$ cat src/rtl/hazard_scoreboard_pkg.sv
// Shared constants and helpers for the hazard scoreboard: the register-file
// forward select code and the width of one forwarding-select field.
package hazard_scoreboard_pkg;

    localparam int FWD_SEL_RF = 0;

    // One select field must encode 0 (register file) plus stages 1..stages.
    function automatic int sel_width(input int stages);
        return (stages < 1) ? 1 : $clog2(stages + 1);
    endfunction

endpackage

$ cat src/rtl/hazard_scoreboard_if.sv
// Decode-slot bundle between the decoder (master) and the hazard scoreboard (slave).
interface hazard_scoreboard_if #(
    parameter int NUM_SRC = 2,
    parameter int REG_AW  = 5
);

    // An instruction is consumed on any cycle with dec_valid && dec_ready: it
    // either enters S1 or, when kill is high, is squashed. While dec_valid is
    // high and dec_ready is low the master holds every dec_* field stable.
    logic                      dec_valid;
    logic [NUM_SRC*REG_AW-1:0] dec_rs;
    logic [REG_AW-1:0]         dec_rd;
    logic                      dec_we;
    logic                      dec_is_load;
    logic                      dec_ready;

    modport master (
        output dec_valid, dec_rs, dec_rd, dec_we, dec_is_load,
        input  dec_ready
    );

    modport slave (
        input  dec_valid, dec_rs, dec_rd, dec_we, dec_is_load,
        output dec_ready
    );

endinterface

$ cat src/rtl/hazard_scoreboard_fwd_prio_enc.sv
// Per-source priority encoder: match bit j means stage j+1 holds the producer;
// the youngest (lowest) match wins and maps to the stage it occupies next cycle.
module hazard_scoreboard_fwd_prio_enc
    import hazard_scoreboard_pkg::*;
#(
    parameter int N  = 2,
    parameter int SW = 2
) (
    input  logic [N-1:0]  match_i,
    output logic [SW-1:0] sel_o
);

    always_comb begin
        sel_o = SW'(FWD_SEL_RF);
        for (int j = N - 1; j >= 0; j--) begin
            if (match_i[j]) sel_o = SW'(j + 2);
        end
    end

endmodule

$ cat src/rtl/hazard_scoreboard.sv
// Destination-register scoreboard for an N-stage pipeline: registered forward
// selects, load-use interlock and branch kill. Define HAZARD_PERF_EN for perf counters.
module hazard_scoreboard
    import hazard_scoreboard_pkg::*;
#(
    parameter int STAGES     = 3,   // must be >= 2
    parameter int NUM_SRC    = 2,
    parameter int REG_AW     = 5,
    parameter int LOAD_STAGE = 3
) (
    input  logic                                  clk,
    input  logic                                  reset,
    input  logic                                  freeze,
    input  logic                                  kill,
    hazard_scoreboard_if.slave                    dec,
    output logic [NUM_SRC*sel_width(STAGES)-1:0]  fwd_sel,
    output logic [STAGES-1:0]                     stg_valid,
    output logic [STAGES-1:0]                     stg_we
`ifdef HAZARD_PERF_EN
    ,
    output logic [31:0]                           perf_stall_cnt,
    output logic [31:0]                           perf_kill_cnt
`endif
);

    localparam int SW = sel_width(STAGES);

    // Index j holds stage S(j+1); rdy is the first stage whose output forwards.
    logic [STAGES-1:0]     vld_q, vld_d, we_q, we_d;
    logic [REG_AW-1:0]     rd_q  [STAGES];
    logic [REG_AW-1:0]     rd_d  [STAGES];
    logic [SW-1:0]         rdy_q [STAGES];
    logic [SW-1:0]         rdy_d [STAGES];
    logic [NUM_SRC*SW-1:0] fwd_q, fwd_d, fwd_raw;
    logic [STAGES-2:0]     match [NUM_SRC];
    logic                  hazard, take, advance;

    assign advance = ~freeze;

    // S_STAGES is excluded: the register file writes through to the decode read.
    always_comb begin
        hazard = 1'b0;
        for (int i = 0; i < NUM_SRC; i++) begin
            match[i] = '0;
            for (int j = 0; j < STAGES - 1; j++) begin
                match[i][j] = vld_q[j] && we_q[j]
                              && (rd_q[j] == dec.dec_rs[i*REG_AW +: REG_AW])
                              && (dec.dec_rs[i*REG_AW +: REG_AW] != '0);
                if (match[i][j] && (j + 2 < int'(rdy_q[j]))) hazard = 1'b1;
            end
        end
        hazard = hazard && dec.dec_valid;
    end

    assign take          = dec.dec_valid && !kill && !hazard;
    assign dec.dec_ready = advance && !(hazard && !kill);

    for (genvar gi = 0; gi < NUM_SRC; gi++) begin : g_enc
        hazard_scoreboard_fwd_prio_enc #(
            .N  (STAGES - 1),
            .SW (SW)
        ) u_enc (
            .match_i (match[gi]),
            .sel_o   (fwd_raw[gi*SW +: SW])
        );
    end

    always_comb begin
        vld_d = vld_q;
        we_d  = we_q;
        rd_d  = rd_q;
        rdy_d = rdy_q;
        fwd_d = fwd_q;
        if (advance) begin
            for (int j = STAGES - 1; j > 0; j--) begin
                vld_d[j] = vld_q[j-1];
                we_d[j]  = we_q[j-1];
                rd_d[j]  = rd_q[j-1];
                rdy_d[j] = rdy_q[j-1];
            end
            vld_d[0] = take;
            we_d[0]  = take && dec.dec_we;
            rd_d[0]  = take ? dec.dec_rd : '0;
            rdy_d[0] = !take ? '0 : (dec.dec_is_load ? SW'(LOAD_STAGE) : SW'(1));
            fwd_d    = take ? fwd_raw : '0;
        end
    end

    always_ff @(posedge clk or negedge reset) begin
        if (!reset) begin
            vld_q <= '0;
            we_q  <= '0;
            fwd_q <= '0;
            for (int j = 0; j < STAGES; j++) begin
                rd_q[j]  <= '0;
                rdy_q[j] <= '0;
            end
        end else begin
            vld_q <= vld_d;
            we_q  <= we_d;
            fwd_q <= fwd_d;
            rd_q  <= rd_d;
            rdy_q <= rdy_d;
        end
    end

    always_comb begin
        stg_we = '0;
        for (int j = 0; j < STAGES; j++) begin
            stg_we[j] = vld_q[j] && we_q[j] && (rd_q[j] != '0);
        end
    end

    assign stg_valid = vld_q;
    assign fwd_sel   = fwd_q;

`ifdef HAZARD_PERF_EN
    logic [31:0] stall_cnt_q, stall_cnt_d, kill_cnt_q, kill_cnt_d;

    always_comb begin
        stall_cnt_d = stall_cnt_q;
        kill_cnt_d  = kill_cnt_q;
        if (advance && hazard && !kill) stall_cnt_d = stall_cnt_q + 32'd1;
        if (advance && kill)            kill_cnt_d  = kill_cnt_q + 32'd1;
    end

    always_ff @(posedge clk or negedge reset) begin
        if (!reset) begin
            stall_cnt_q <= '0;
            kill_cnt_q  <= '0;
        end else begin
            stall_cnt_q <= stall_cnt_d;
            kill_cnt_q  <= kill_cnt_d;
        end
    end

    assign perf_stall_cnt = stall_cnt_q;
    assign perf_kill_cnt  = kill_cnt_q;
`endif

endmodule

$ cat src/flat_wrapper.sv
// flat-port wrapper written by rule: the top's interface ports become plain ports
module hazard_scoreboard_flat import hazard_scoreboard_pkg::*;
#(
    parameter int STAGES     = 3,                  
    parameter int NUM_SRC    = 2,
    parameter int REG_AW     = 5,
    parameter int LOAD_STAGE = 3
)
  (clk, reset, freeze, kill, fwd_sel, stg_valid, stg_we, dec_dec_valid, dec_dec_rs, dec_dec_rd, dec_dec_we, dec_dec_is_load, dec_dec_ready);
  hazard_scoreboard_if #(.NUM_SRC(NUM_SRC), .REG_AW(REG_AW)) dec_i ();
  input  logic clk;
  input  logic reset;
  input  logic freeze;
  input  logic kill;
  output logic [NUM_SRC*sel_width(STAGES)-1:0] fwd_sel;
  output logic [STAGES-1:0] stg_valid;
  output logic [STAGES-1:0] stg_we;
  input wire logic [$bits(dec_i.dec_valid)-1:0] dec_dec_valid;
  input wire logic [$bits(dec_i.dec_rs)-1:0] dec_dec_rs;
  input wire logic [$bits(dec_i.dec_rd)-1:0] dec_dec_rd;
  input wire logic [$bits(dec_i.dec_we)-1:0] dec_dec_we;
  input wire logic [$bits(dec_i.dec_is_load)-1:0] dec_dec_is_load;
  output wire logic [$bits(dec_i.dec_ready)-1:0] dec_dec_ready;
  assign dec_i.dec_valid = dec_dec_valid;
  assign dec_i.dec_rs = dec_dec_rs;
  assign dec_i.dec_rd = dec_dec_rd;
  assign dec_i.dec_we = dec_dec_we;
  assign dec_i.dec_is_load = dec_dec_is_load;
  assign dec_dec_ready = dec_i.dec_ready;
  hazard_scoreboard #(.STAGES(STAGES), .NUM_SRC(NUM_SRC), .REG_AW(REG_AW), .LOAD_STAGE(LOAD_STAGE)) u_core (.clk(clk), .reset(reset), .freeze(freeze), .kill(kill), .dec(dec_i), .fwd_sel(fwd_sel), .stg_valid(stg_valid), .stg_we(stg_we));
endmodule
$ cat config.mk
export PLATFORM = sky130hd
export DESIGN_NAME = hazard_scoreboard_flat
export DESIGN_NICKNAME = d
export VERILOG_FILES = /design/src/rtl/hazard_scoreboard_pkg.sv /design/src/rtl/hazard_scoreboard_if.sv /design/src/rtl/hazard_scoreboard_fwd_prio_enc.sv /design/src/rtl/hazard_scoreboard.sv /design/src/flat_wrapper.sv
export SDC_FILE = /design/constraint.sdc
export NUM_CORES = 1
export LEC_CHECK = 0
export CORE_MARGIN = 5
export CORE_UTILIZATION = 44
export DETAILED_ROUTE_END_ITERATION = 8
export HOLD_SLACK_MARGIN = 0.1
export PLACE_DENSITY = 0.87
export SKIP_CTS_REPAIR_TIMING = 1
export SLEW_MARGIN = 5
export SYNTH_ARGS = -nofsm -noshare
export SYNTH_HDL_FRONTEND = slang
export SYNTH_SLANG_ARGS = --single-unit
$ cat constraint.sdc
create_clock -name clk -period 1.5 [get_ports clk]
set_input_delay 0.225 -clock clk [delete_from_list [all_inputs] [get_ports clk]]
set_output_delay 0.225 -clock clk [all_outputs]
set_load 0.01 [all_outputs]
Yosys cells after proc, flatten, opt, wreduce, memory -nomap -nowiden
Cells that the tools add are included.
{"block": "totals", "output_inout_bits": 11, "input_bits": 22, "reg_bits": 27, "wordCells": 53}
{"block": "op_classes", "n_bitwise": 1, "mux": 10, "n_reduce_logical": 30, "order_cmp": 1, "n_eq_ne": 4}
{"operator": "nonzero test 5 bit", "n": 5}
{"operator": "logical AND 1 bit", "n": 22}
{"operator": "== test 5 bit", "n": 4}
{"operator": "2-to-1 mux 2 bit", "n": 6}
{"operator": "2-to-1 mux 5 bit", "n": 1}
{"operator": "2-to-1 mux 4 bit", "n": 1}
{"operator": "zero test 1 bit", "n": 3}
{"operator": "less-than comparator 2 bit (first input constant)", "n": 1}
{"operator": "2-to-1 mux 1 bit", "n": 2}
{"operator": "inverter 1 bit", "n": 1}

Longest topological paths before layout
Gate-level depths: netlist of the first run.
{"block": "logic_depth", "depth_word": 10, "depth_mapped": 6, "depth_no_buf": 5}

By module
Synthesis of the first run repeated with hierarchy kept, for this count alone.
{"block": "hier_totals", "cells_unflattened": 135, "area_unflattened_um2": 1366.3}
{"mod": "hazard_scoreboard", "seq_area_each_um2": 650.6, "cells_per_inst": 131, "area_per_inst_um2": 1341.3, "n_inst": 1}
{"mod": "hazard_scoreboard_fwd_prio_enc", "seq_area_each_um2": 0.0, "cells_per_inst": 2, "area_per_inst_um2": 12.5, "n_inst": 2}

Worst setup path after synthesis of the first run
OpenSTA, ideal clock, no wires.
{"block": "synth_path", "kind": "register to output", "from": "register u_core.rd_q[14] (netlist name)", "to": "output port dec_dec_ready", "slack_ns": -0.155, "t_arrival_ns": 1.430, "t_required_ns": 1.275, "path_buffers": 1, "path_stages_with_launch": 6, "path_cell_list": "dfrtp_1 > xor2_1 > nor4_2 > o21bai_2 > buf_6 > o21ba_1"}
{"block": "synth_via", "elab_chain_cells": 10, "word_cells_on_any_way": 14}
{"item": "start: declaration", "line_no": "hazard_scoreboard.sv:30", "rtl": "logic [REG_AW-1:0] rd_q [STAGES];"}
{"item": "start signal: assignment", "line_no": "hazard_scoreboard.sv:102", "rtl": "rd_q <= rd_d;"}
{"item": "== test 5 bit", "line_no": "hazard_scoreboard.sv:47", "rtl": "&& (rd_q[j] == dec.dec_rs[i*REG_AW +: REG_AW])"}
{"item": "logical AND 1 bit", "line_no": "hazard_scoreboard.sv:47"}
{"item": "logical AND 1 bit", "line_no": "hazard_scoreboard.sv:48", "rtl": "&& (dec.dec_rs[i*REG_AW +: REG_AW] != '0);"}
{"item": "logical AND 1 bit", "line_no": "hazard_scoreboard.sv:49", "rtl": "if (match[i][j] && (j + 2 < int'(rdy_q[j]))) hazard = 1'b1;"}
{"item": "2-to-1 mux 1 bit", "line_no": "hazard_scoreboard.sv:49"}
{"item": "2-to-1 mux 1 bit *", "line_no": "hazard_scoreboard.sv:49"}
{"item": "logical AND 1 bit *", "line_no": "hazard_scoreboard.sv:52", "rtl": "hazard = hazard && dec.dec_valid;"}
{"item": "logical AND 1 bit *", "line_no": "hazard_scoreboard.sv:56", "rtl": "assign dec.dec_ready = advance && !(hazard && !kill);"}
{"item": "zero test 1 bit *", "line_no": "hazard_scoreboard.sv:56"}
{"item": "logical AND 1 bit *", "line_no": "hazard_scoreboard.sv:56"}
{"item": "end: declaration", "line_no": "flat_wrapper.sv:23", "rtl": "output wire logic [$bits(dec_i.dec_ready)-1:0] dec_dec_ready;"}
Every way passes the cells marked *; elsewhere a longest branch is shown, timed or not.

Worst setup path after layout of the first run
{"block": "layout_path", "from": "input port dec_dec_rs[7]", "to": "output port dec_dec_ready"}
{"block": "layout_via", "elab_chain_cells": 9, "word_cells_on_any_way": 10}
{"item": "start: declaration", "line_no": "flat_wrapper.sv:19", "rtl": "input wire logic [$bits(dec_i.dec_rs)-1:0] dec_dec_rs;"}
{"item": "== test 5 bit", "line_no": "hazard_scoreboard.sv:47"}
{"item": "logical AND 1 bit", "line_no": "hazard_scoreboard.sv:47"}
{"item": "logical AND 1 bit *", "line_no": "hazard_scoreboard.sv:48"}
{"item": "logical AND 1 bit *", "line_no": "hazard_scoreboard.sv:49"}
{"item": "2-to-1 mux 1 bit *", "line_no": "hazard_scoreboard.sv:49"}
{"item": "logical AND 1 bit *", "line_no": "hazard_scoreboard.sv:52"}
{"item": "logical AND 1 bit *", "line_no": "hazard_scoreboard.sv:56"}
{"item": "zero test 1 bit *", "line_no": "hazard_scoreboard.sv:56"}
{"item": "logical AND 1 bit *", "line_no": "hazard_scoreboard.sv:56"}
Marks and branches as above.

==> metrics.txt, run 1 <==
Power Dens Cells=around 770 mW/mm²; number of library cell types mapped by synthesis=37; main combinational cell family by area after synthesis=compound AO/OA/AOI/OAI gates; number of global-route vias before repair=1,246; grt total ovfl=0; status=finished, violations left; GR Util All Layers=17.5%; CTS tree=yes; fmax=485 MHz; Yosys top cell by area=dfrtp_1; pre-CTS WS=-0.961 ns; Setup CP Type=in -> out; Clock Skew=0.00987 ns; Crit path required time=1.27 ns; fin worst setup slack=-0.561 ns; Synth Area in Adders=0%; Worst-path clk slew=~0.14 ns; share of the synthesized area in the top cell type=46.9%; Synth Area in XOR/XNOR=around a tenth; # DRC=0; Hold Path Class=in -> async; failing checks=negative setup slack; Final Hold Viols=0; Synth Register Bits=26; synthesized area=0.00139 mm²; post-synthesis compound-gate area fraction=16.0%; internal power=around 1.3 mW; I/O pin count=33; Synth Area in Simple Gates=between 10% and 20%; Flop pwr share=between 40% and 50%; Post-DP HPWL=roughly 2800 µm; DRT Wirelength=around 4000 µm; CP endpoint kind=output pin; first-pass GRT wire length=a little under 6000 µm; GPL Wtd Cong=0.841; Clock Sinks=26; Core Util, Final=between 70% and 80%; Worst-Margin Slew=0.382 ns; total CTS buffers=3; syn_nets=approximately 140; multiplexer share of the synthesized area=8.94%; Port Buf Inserts=32; static leakage=around 1.0 nW; critical path's largest stage delay=roughly 0.53 ns; Wirelength per Cell=approximately 17 µm; Initial DRC Count=71; Cell Chain, Critical Path=clkdlybuf4s50_1 > or4_4 > nor2_4 > nor4_4 > o21bai_2 > o21ba_1 > clkbuf_2; Vias/cell=between 5 and 6; clock share of power=around 29%; post-route ant nets=0; Power Total=1.67 mW; Max Slew Vio Count=0; Starting Density=between 40% and 50%; fin crit period=just over 2 ns; Synth Instances=around 120; EDFF count, synth=0; Gate power share=between 20% and 30%; CTS max path bufs=2; most frequent cell after synthesis=dfrtp_1; Initial DRT Pass Iterations=4; Die Y=between 60 and 70 µm; Core Footprint=approximately 0.0030 mm²; WP data arrival=between 1.5 and 2 ns; Reg2Reg Depth=6; peak supply drop=about 540 µV; Root Buffer=clkbuf_4; antenna cell count=0; register area share after synthesis=46.9%; die area=0.00437 mm²; setup violators final=15; Layout Nets=approximately 220; register area=roughly 650 µm²; Ys Warns=0; Switch Pwr=roughly 0.41 mW; Startpoint Class=input pin; share of cells above drive strength 1=41.0%; H-Tree Depth=1; Synth async-reset ratio=100%; ys flop type=dfrtp_1; pin count of the biggest net entering global routing=27; clk_lat worst skew=between 0.3 and 0.4 ns; most frequent cells after synthesis=26 x dfrtp_1, 11 x mux2_2, 11 x xnor2_1; worst-path fanout max=2; Syn Area/Cell=roughly 11 µm²; fill count=roughly 210; routed via count=about 1,300; Area Growth Syn to Fin=56.1%; initial antenna violation count=0; period utilization=137%; slowest CP cell=or4_4; max_cap viols=0; Sw Ratio=between 20 and 25%; unrepaired setup endpoints after global routing=true; DIE WIDTH=66.1 µm; top cells by area, synth=dfrtp_1 47%, mux2_2 8.9%, xnor2_1 6.9%, a32o_1 5.1%, xor2_1 3.2%; row cnt=20; multi-input logic area=approximately 740 µm²; worst rel slew slack=between 70 and 80%
==> placed cells by master (no fill, tap or decap), types with 4 or more instances in the layout <==
cell type	instances
buf_4	42
dfrtp_1	24
clkdlybuf4s50_1	22
xnor2_1	11
mux2_2	11
nand2_1	7
a32o_1	7
dlymetal6s2s_1	6
xor2_1	5
nor2_1	4
inv_1	4
==> cell families (layout without fill, tap and decap cells) <==
logic type	count (synthesis)	in the layout
multiplexers	11	11
XOR/XNOR	16	16
flip-flops	26	26
buffers and inverters	11	84
AND/OR/NAND/NOR	32	32
AO/OA/AOI/OAI	26	26
==> final cells by class <==
cell class | instances | share of cell area (%)
timing repair buffer | 75 | 29.7
clock inverter | 1 | 1.39
tap | 44 | 2.54
sequential | 26 | 30.2
multi-input combinational | 85 | 34.3
clock buffer | 3 | 1.04
inverter | 5 | 0.867
==> flip-flops by register name, indices dropped and copies added, names as in the netlist <==
name / cells
u_core.we_q: 3
u_core.rd_q: 15
u_core.fwd_sel: 4
u_core.stg_valid: 2
u_core.rdy_q: 2
==> layer usage <==
metal / vias up / global-route usage [%] / wire (µm)
met3: 7 / 2.89 / 254
met2: 53 / 31.1 / 2080
met4: 0 / 5.08 / 47
met1: 621 / 21.6 / 1610
li1: 595 / - / -
met5: - / 0 / 0
==> through the flow <==
stage | hold slack [ns] | instance area, µm² | instances | TNS (ns)
after global routing | 0.270 | 2160 | 239 | -4.57
after CTS | 0.256 | 2050 | 232 | -4.95
after floorplan | -0.0706 | 1390 | 122 | -0.753
after detailed placement | 0.473 | 2000 | 228 | -7.71
final | 0.253 | 2160 | 239 | -3.03
after global placement | 0.461 | 2000 | 228 | -6.62
==> path summary, 6_finish.rpt <==
check	start	end	slack (ns)
max	dec_dec_rs[7]	dec_dec_ready	-0.56
min	reset	u_core.we_q[0]$_DFFE_PN0N_	0.25
max reg2reg	u_core.rd_q[13]$_DFFE_PN0N_	u_core.rd_q[12]$_DFFE_PN0N_	-0.21
min reg2reg	u_core.we_q[2]$_DFFE_PN0N_	u_core.we_q[2]$_DFFE_PN0N_	0.53
max in group asynchronous	reset	u_core.rd_q[9]$_DFFE_PN0N_	0.97
min in group clk	dec_dec_we	u_core.we_q[0]$_DFFE_PN0N_	0.52
==> power groups by stage <==
stage               Sequential (mW)  Clock, mW  Combinational (mW)
floorplan                     0.798          0               0.138
global placement              0.800          0               0.334
detailed placement            0.801          0               0.348
CTS                           0.788      0.487               0.351
global route                  0.799      0.528               0.424
finish                        0.792      0.479               0.394
==> critical path: cells and delay by family <==
family | cells | cell delay (ns)
buf+inv | 2 | 0.55
simple gates | 3 | 0.77
compound gates | 2 | 0.29
Power figures use the tool's default switching activity.
==> run 2, diff against run 1 <==
- ABC_AREA: not set -> 1
- CORE_UTILIZATION: 44 -> 51
- PLACE_DENSITY: 0.87 -> 0.91
- clock period: 1.5 -> 2.1 ns (I/O delays scaled with it)
==> run 2 against run 1 <==
  * The run now ends clean
  * Hold slack better by 0.093 ns
  * Clock skew is 0.0090 ns lower
  * Utilization is 0.60 points lower
  * Non-clock buffer count is 27 lower
  * Setup slack better by 0.60 ns
  * Final area is 1.6% higher
  * Sequential share of layout area is 0.42 points lower
  * Synthesized area is 21% higher
  * Critical path type is now reg -> out
  * Highest routed layer unchanged
==> metrics.txt, run 2 <==
Initial DRT Pass Iterations=4; Crit path required time=1.78 ns; CTS max path bufs=2; initial antenna violation count=0; syn_nets=between 200 and 300; Syn Area/Cell=7.00 µm²; Root Buffer=clkbuf_4; I/O pin count=33; die area=around 0.0045 mm²; DIE WIDTH=67.3 µm; Yosys top cell by area=dfrtp_1; Power Dens Cells=about 480 mW/mm²; internal power=between 0.7 and 0.8 mW; Worst-path clk slew=roughly 0.13 ns; Starting Density=between 50% and 60%; total CTS buffers=3; GR Util All Layers=between 20 and 25%; most frequent cells after synthesis=90 x nand2_1, 26 x dfrtp_1, 24 x inv_1; Initial DRC Count=approximately 160; Switch Pwr=around 0.31 mW; critical path depth=5; Core Footprint=between 0.003 and 0.004 mm²; number of global-route vias before repair=1,694; most flop-heavy register=u_core.rd_q; ys flop type=dfrtp_1; Vias/cell=between 5 and 6; Post-Place Cell Area=roughly 0.0021 mm²; Die Y=a little under 70 µm; Post-DP HPWL=3340 µm; unrepaired setup endpoints after global routing=true; status=complete, no violations; row cnt=20; Hold Path Class=in -> async; grt total ovfl=0; synthesized area=~0.0017 mm²; CP top delay family=buffers and inverters; fmax=around 490 MHz; slowest CP cell=clkdlybuf4s50_1; clk_lat worst skew=roughly 0.32 ns; Synth async-reset ratio=100%; most common cell after layout, fill and taps aside=nand2_1; design area=0.00220 mm²; Max Slew Vio Count=0; Sw Ratio=28.9%; Area Growth Syn to Fin=31.5%; register area share after synthesis=~39%; Synth Register Bits=26; fill count=about 280; Layout Nets=around 310; CTS tree=yes; max reg flops=15; Worst-Margin Slew=roughly 1.0 ns; Cell Chain, Critical Path=inv_2 > nand4_1 > o21ai_0 > inv_1 > clkdlybuf4s50_1; critical path buffer and inverter count=3; number of library cell types mapped by synthesis=24; first-pass GRT wire length=~7600 µm; antenna cell count=0; Synth Instances=239; pin count of the biggest net entering global routing=27; Clock Skew=~0.00084 ns; routed via count=~1,700; peak supply drop=roughly 350 µV; Clock Sinks=26; Startpoint Class=flip-flop; Setup CP Type=reg -> out; top cells by area, synth=dfrtp_1 39%, nand2_1 20%, nand2_2 7.1%, nand3_2 6.6%, inv_1 5.4%; Wirelength per Cell=about 13 µm; Ys Warns=0; Gate power share=a little under a quarter; Final Hold Viols=0; EDFF count, synth=0; max_cap viols=0; Core Util, Final=between 70% and 80%; setup violators final=0; CP endpoint kind=output pin; fin crit period=~2.1 ns; # DRC=0; worst rel slew slack=between 30% and 40%; critical path's largest stage delay=0.47 ns; share of the synthesized area in the top cell type=38.9%; commonest non-fill, non-tap cells in the layout=88 x nand2_1, 24 x inv_1, 23 x dfrtp_1; Port Buf Inserts=32; DRT Wirelength=~4300 µm; static leakage=around 1.2 nW; GPL Wtd Cong=about 0.9; worst-path fanout max=4; post-route ant nets=0; share of cells above drive strength 1=between 20% and 30%; WP data arrival=1.75 ns; Flop pwr share=a little over half; clock share of power=around a quarter; period utilization=98.2%; Reg2Reg Depth=12; H-Tree Depth=1; most frequent cell after synthesis=nand2_1
==> run 2: power groups by stage <==
stage / clock network, mW / logic (mW) / registers (mW)
after floorplan: 0 / 0.123 / 0.565
after global placement: 0 / 0.232 / 0.573
after detailed placement: 0 / 0.237 / 0.574
after CTS: 0.253 / 0.239 / 0.564
after global routing: 0.273 / 0.272 / 0.572
final: 0.248 / 0.243 / 0.567
==> run 2: area by class of cell <==
cell class,count,area [µm²],share of cell area [%]
clock buffer,4,36.3,1.65
sequential,26,654,29.7
timing repair buffer,48,465,21.2
tap,44,55.1,2.50
multi-input combinational,175,868,39.5
inverter,31,120,5.46
==> run 2: cell families after synthesis <==
logic type                Yosys count  share of synthesized area [%]
AOI/OAI and AO/OA                  18                           6.13
DFF                                26                           38.9
xor gates and xnor gates            2                           1.05
buffers and inverters              38                           9.80
and+or+nand+nor                   155                           44.1
==> run 2: stage by stage <==
stage | instances | hold slack [ns] | power [mW] | setup TNS, ns | setup WS, ns
2_1_floorplan | 239 | 0.0194 | 0.688 | 0 | 0.741
3_3_place_gp | 323 | 0.465 | 0.805 | -0.247 | -0.247
3_5_place_dp | 323 | 0.468 | 0.811 | -0.295 | -0.295
4_1_cts | 327 | 0.346 | 1.06 | -0.317 | -0.317
5_1_grt | 328 | 0.360 | 1.12 | -0.0895 | -0.0590
6_report | 328 | 0.346 | 1.06 | 0 | 0.0387
==> run 2: metal layers <==
metal	GRT usage, %	up-vias	wire, µm
li1	-	827	-
met1	28.0	785	1750
met4	7.34	0	80
met5	0	-	0
met2	38.8	69	2170
met3	2.16	9	324
==> run 2: worst paths after layout <==
check / startpoint / endpoint / slack, ns
max: u_core.rd_q[11]$_DFFE_PN0N_ / stg_we[0] / 0.04
min: reset / u_core.rd_q[2]$_DFFE_PN0N_ / 0.35
max reg2reg: u_core.rd_q[11]$_DFFE_PN0N_ / u_core.rd_q[13]$_DFFE_PN0N_ / 0.43
min reg2reg: u_core.rd_q[3]$_DFFE_PN0N_ / u_core.rd_q[3]$_DFFE_PN0N_ / 0.50
max in group asynchronous: reset / u_core.rd_q[12]$_DFFE_PN0N_ / 1.49
min in group clk: u_core.rd_q[3]$_DFFE_PN0N_ / u_core.rd_q[3]$_DFFE_PN0N_ / 0.50
==> run 3, diff against run 2 <==
- CORE_UTILIZATION: 51 -> 55
- DONT_BUFFER_PORTS: not set -> 1
- PLACE_DENSITY: 0.91 -> 0.82
==> run 3 against run 2 <==
  * Global-route usage shrank 2.5 points
  * Sequential power is essentially flat
  * Setup slack gained 0.13 ns
  * Sequential share of layout area grew 6.1 points
  * Flip-flop and latch count is the same
  * Critical endpoint is now dec_dec_ready
  * Largest power group unchanged
==> metrics.txt, run 3 (synthesized netlist as in run 2, its figures left out) <==
CTS tree=yes; Initial DRC Count=53; DIE WIDTH=65.2 µm; Wirelength per Cell=between 10 and 15 µm; Root Buffer=clkbuf_4; Clock Skew=approximately 0.013 ns; post-route ant nets=0; TNS Setup=0 ns; initial antenna violation count=0; CP Capture Point=dec_dec_ready; antenna cell count=0; Hold Path Class=in -> reg; Starting Density=about 56%; Worst-Margin Slew=0.827 ns; fin worst setup slack=between 0.15 and 0.2 ns; multi-input logic area=858 µm²; critical path buffer and inverter count=2; Vias/cell=~5.2; # DRC=0; internal power=around 0.8 mW; Area Growth Syn to Fin=8.75%; row cnt=20; number of global-route vias before repair=about 1,400; clk_lat worst skew=around 0.33 ns; static leakage=between 0.9 and 1 nW; unrepaired setup endpoints after global routing=false; peak supply drop=~350 µV; Core Footprint=0.00298 mm²; register area=approximately 650 µm²; design area=about 0.0018 mm²; DRT Wirelength=approximately 3800 µm; CP top delay family=simple AND/OR/NAND/NOR gates; Die Y=about 65 µm; placed cells=~270; CTS max path bufs=2; Post-Layout Cell Count=~280; critical path depth=9; grt total ovfl=0; critical path's largest stage delay=between 0.4 and 0.5 ns; Power Total=between 1 and 1.5 mW; Worst-path clk slew=roughly 0.15 ns; share of cells above drive strength 1=between 20% and 30%; fin crit period=roughly 1.9 ns; first-pass GRT wire length=between 6000 and 7000 µm; hold slack final=roughly 0.11 ns; Power Dens Cells=about 590 mW/mm²; status=complete, no violations; setup violators final=0; routed via count=approximately 1,400; Initial DRT Pass Iterations=4; Post-Place Cell Area=approximately 0.0017 mm²; Clock Sinks=26; most common cell after layout, fill and taps aside=nand2_1; Worst R2R Start=u_core.rdy_q[4]$_DFFE_PN0N_; Startpoint Class=flip-flop; WP data arrival=roughly 1.6 ns; Post-DP HPWL=2840 µm; Layout Nets=between 200 and 300; Cell Chain, Critical Path=nand2_1 > inv_1 > nand3_1 > nor2_1 > nand3_2 > nand2_2 > nand3b_1 > nand2_1 > inv_1; Max Slew Vio Count=0; CP endpoint kind=output pin; worst reg2reg setup slack=~0.5 ns; most flop-heavy register=u_core.rd_q; max_cap viols=0; die area=approximately 0.0042 mm²; I/O pin count=33; pin count of the biggest net entering global routing=38; Gate power share=15.2%; fill count=272; slowest CP cell=dfrtp_2; GPL Wtd Cong=between 0.9 and 1; Sw Ratio=26.3%; Setup CP Type=reg -> out; Reg2Reg Depth=9; max reg flops=15; clock share of power=about a third; Core Util, Final=61.1%; pre-CTS WS=about 0.51 ns; worst rel slew slack=between 40% and 50%; Crit path required time=between 1.5 and 2 ns; GR Util All Layers=between 10% and 20%; Switch Pwr=between 0.2 and 0.3 mW; CP startpoint=u_core.rdy_q[4]$_DFFE_PN0N_; Final Hold Viols=0; period utilization=between 90% and 100%; fmax=518 MHz; Port Buf Inserts=0; Flop pwr share=approximately 53%; commonest non-fill, non-tap cells in the layout=90 x nand2_1, 25 x dfrtp_1, 24 x inv_1; worst-path fanout max=4; hold_sp=freeze; H-Tree Depth=1; R2R Path End=u_core.fwd_sel[3]$_DFFE_PN0N_; total CTS buffers=3
==> run 3: cell types whose count changed in the layout (fill, tap and decap cells not counted), moves of 7 or more <==
cell / previous run / this run
dlygate4sd3_1: 0 / 7
buf_4: 16 / 1
dlymetal6s2s_1: 10 / 0
clkdlybuf4s50_1: 22 / 0
==> run 3: per-layer routing <==
layer  vias to the layer above  share of wire, %  global-route usage, %
met4                         0              0.74                   4.66
met1                       660                46                   26.3
met3                         4               6.7                   3.93
li1                        747                 -                      -
met2                        35                46                   32.1
met5                         -                 0                      0
==> run 3: how the worst min path moves through the flow <==
stage | endpoint | slack, ns | cells after the start
2_1_floorplan | u_core.fwd_sel[0]$_DFFE_PN0N_ | 0.02 | 0
3_3_place_gp | u_core.stg_valid[2]$_DFFE_PN0N_ | 0.02 | 0
3_5_place_dp | u_core.we_q[2]$_DFFE_PN0N_ | 0.02 | 0
4_1_cts | u_core.we_q[2]$_DFFE_PN0N_ | -0.35 | 0
5_1_grt | u_core.rd_q[13]$_DFFE_PN0N_ | 0.10 | 2
6_report | u_core.stg_valid[1]$_DFFE_PN0N_ | 0.11 | 2
==> run 3: power groups by stage <==
stage / Clock (mW) / Sequential [mW] / Combinational, mW
after floorplan: 0 / 0.565 / 0.123
after global placement: 0 / 0.575 / 0.128
after detailed placement: 0 / 0.576 / 0.131
after CTS: 0.346 / 0.566 / 0.132
after global routing: 0.382 / 0.571 / 0.189
final: 0.341 / 0.567 / 0.163
==> run 3: area by class of cell <==
| cell class | count | share of cell area (%) |
|---|---|---|
| multi-input cells | 175 | 47.2 |
| flip-flops and latches | 26 | 35.8 |
| inverters | 31 | 6.46 |
| repair buffers | 9 | 5.36 |
| well taps | 33 | 2.27 |
| clock inverters | 1 | 1.65 |
| clock buffers | 3 | 1.24 |
==> variant, RTL diff (config.mk and constraints of run 2) <==
`REG_AW` is set to 5 in 3 places; all go to 6.
--- a/src/rtl/hazard_scoreboard_if.sv
+++ b/src/rtl/hazard_scoreboard_if.sv
@@ -2,5 +2,5 @@
 interface hazard_scoreboard_if #(
     parameter int NUM_SRC = 2,
-    parameter int REG_AW  = 5
+    parameter int REG_AW  = 6
 );
 
--- a/src/rtl/hazard_scoreboard.sv
+++ b/src/rtl/hazard_scoreboard.sv
@@ -6,5 +6,5 @@
     parameter int STAGES     = 3,   // must be >= 2
     parameter int NUM_SRC    = 2,
-    parameter int REG_AW     = 5,
+    parameter int REG_AW     = 6,
     parameter int LOAD_STAGE = 3
 ) (
--- a/src/flat_wrapper.sv
+++ b/src/flat_wrapper.sv
@@ -4,5 +4,5 @@
     parameter int STAGES     = 3,                  
     parameter int NUM_SRC    = 2,
-    parameter int REG_AW     = 5,
+    parameter int REG_AW     = 6,
     parameter int LOAD_STAGE = 3
 )
Interface: changed (resized dec_dec_rd and dec_dec_rs); port bits go from 33 to 36. No check against the original RTL was run, so the function may have changed too.
==> variant against run 2 <==
Routed wire length up 14%. Non-clock buffer count rose by 11. Worst setup slack improved by 0.019 ns. Synthesized cell count grew 8.4%. Via count grew 12%. Synthesized area increased by 3.3%. Sequential cell count up 3. Power grew 34%. Clock skew increased by 0.0021 ns. Design area is 12% higher. Utilization is 3.2 points higher.
==> variant: results (changes against run 2) <==
[power_and_ir_drop]
peakVddDrop_uv=318  ; -8.8%
p_leak_uw=0.00136  ; +13%
switching_share_pct=28.0  ; -0.99 points

[logic_synthesis]
synth_xor_area_share_pct=1.52  ; +0.47 points
synthAdderAreaFrac_pct=0  ; unchanged
seq_area_frac_synth_pct=42.0  ; +3.1 points
yosys_warnings=0  ; unchanged
yosys-top-cells-area=dfrtp_1, nand2_1, inv_1
ys_top_cells_by_count=nand2_1, inv_1, dfrtp_1, nor2_1, nand3_1
synth_nets=284  ; +8.8%
synthCells=259  ; +8.4%
synthMuxAreaShare_pct=0  ; unchanged
synth_compound_area_share_pct=8.83  ; +2.7 points
synth-edff-count=0  ; unchanged
ys_async_sr_fraction_pct=100  ; unchanged
synth_cell_types=22  ; -8.3%

[layout]
top_register=u_core.rd_q
drive_above_1_share_pct=18.6  ; -6.4 points
nFillCells=247  ; -10%
largest_reg_flops=18  ; +3
final_util_pct=74.1  ; +3.2 points
nets=342  ; +11%
diodes=0  ; unchanged

[clock_network]
cts_root_buf=clkbuf_4
cts_inserted_buffers=5  ; +2
cts_buffer_depth=2  ; unchanged
clk_latency_ns=0.34  ; +0.02 ns
htreeDepth=2  ; +1
clk_pin_slew_ns=0.09  ; -0.04 ns

[timing]
fin_skew_ns=0.00296  ; +0.00212 ns
tightest_slew_ns=0.370  ; -0.672 ns

[global_routing]
antenna_found_initial=0  ; unchanged
grt_max_degree=43  ; +59%
grt_pass1_vias=1724  ; +1.8%
grt_pass1_wl_um=7760  ; +2.0%
grt.total_usage_pct=22.7  ; +0.73 points

[detailed_routing]
drt_iter0_markers=162  ; -1.2%
vias=1895  ; +12%
drt_wl_total_um=4930  ; +14%
vias_per_cell=5.21  ; +1.0%
dr.pass1.iters=4  ; unchanged

[placement]
place_inst=349  ; +8.0%
placed_area_um2=2220  ; +4.9%
numPortBuffers=35  ; +9.4%
gp_congestion=0.964  ; +10%
post-place-ws_ns=-0.374  ; -0.0790 ns
hpwlAfterDp_um=3480  ; +4.2%

[critical_path]
path_max_fanout=4  ; unchanged
cp_slowest_cell=clkdlybuf4s50_1
path_delay_family=simple AND/OR/NAND/NOR gates
arrival_ns=1.73  ; -0.02 ns
critPathMaxStageDelay_ns=0.46

[worst_hold_path]
hp-class=in2async

[run_status]
status=finished clean

-- variant: cell count changes after synthesis, moves of 7 or more --
cell / delta
nor2_1: +9
nand3_2: -11
nand2_1: +8
nand3_1: +17
inv_1: +7
nand2_2: -17
-- variant: final timing paths --
kind                                                from                             to  slack [ns]  cells after the start
hold reg to reg            u_core.fwd_sel[0]$_DFFE_PN0N_  u_core.fwd_sel[0]$_DFFE_PN0N_        0.49                      2
min in group clk           u_core.fwd_sel[0]$_DFFE_PN0N_  u_core.fwd_sel[0]$_DFFE_PN0N_        0.49                      2
max in group asynchronous                          reset    u_core.rd_q[14]$_DFFE_PN0N_        1.46                      2
hold / removal                                     reset     u_core.rd_q[0]$_DFFE_PN0N_        0.35                      2
setup reg to reg              u_core.we_q[0]$_DFFE_PN0N_    u_core.rdy_q[4]$_DFFE_PN0N_        0.49                     10
setup / recovery                          dec_dec_rs[10]                  dec_dec_ready        0.06                     11
-- variant: logic make-up (layout without fill, tap and decap cells) --
family | count (synthesis) | count (layout)
simple gates | 159 | 159
buf+inv | 40 | 99
flops | 29 | 29
compound gates | 28 | 28
xor+xnor | 3 | 3
-- variant: layer usage --
layer	routed length (µm)	share of wire [%]	track usage, %	vias to the layer above
met5	0	0	0	-
met4	164	3.3	10.2	0
met3	384	7.8	5.42	22
met2	2370	48	37.2	89
met1	2010	41	28.2	859
li1	-	-	-	925
-- variant: area by class of cell --
class	instances	share of cell area (%)
Clock buffer	7	2.24
Timing Repair Buffer	59	23.0
Sequential cell	29	29.9
Tap cell	46	2.35
Clock inverter	1	1.22
Multi-Input combinational cell	190	36.2
Inverter	32	5.00
-- variant: power groups by stage --
stage	logic (µW)	clock network (µW)	registers [µW]
finish	289	491	635
CTS	262	494	626
floorplan	125	0	630
global placement	250	0	635
detailed placement	257	0	637
global route	320	520	640
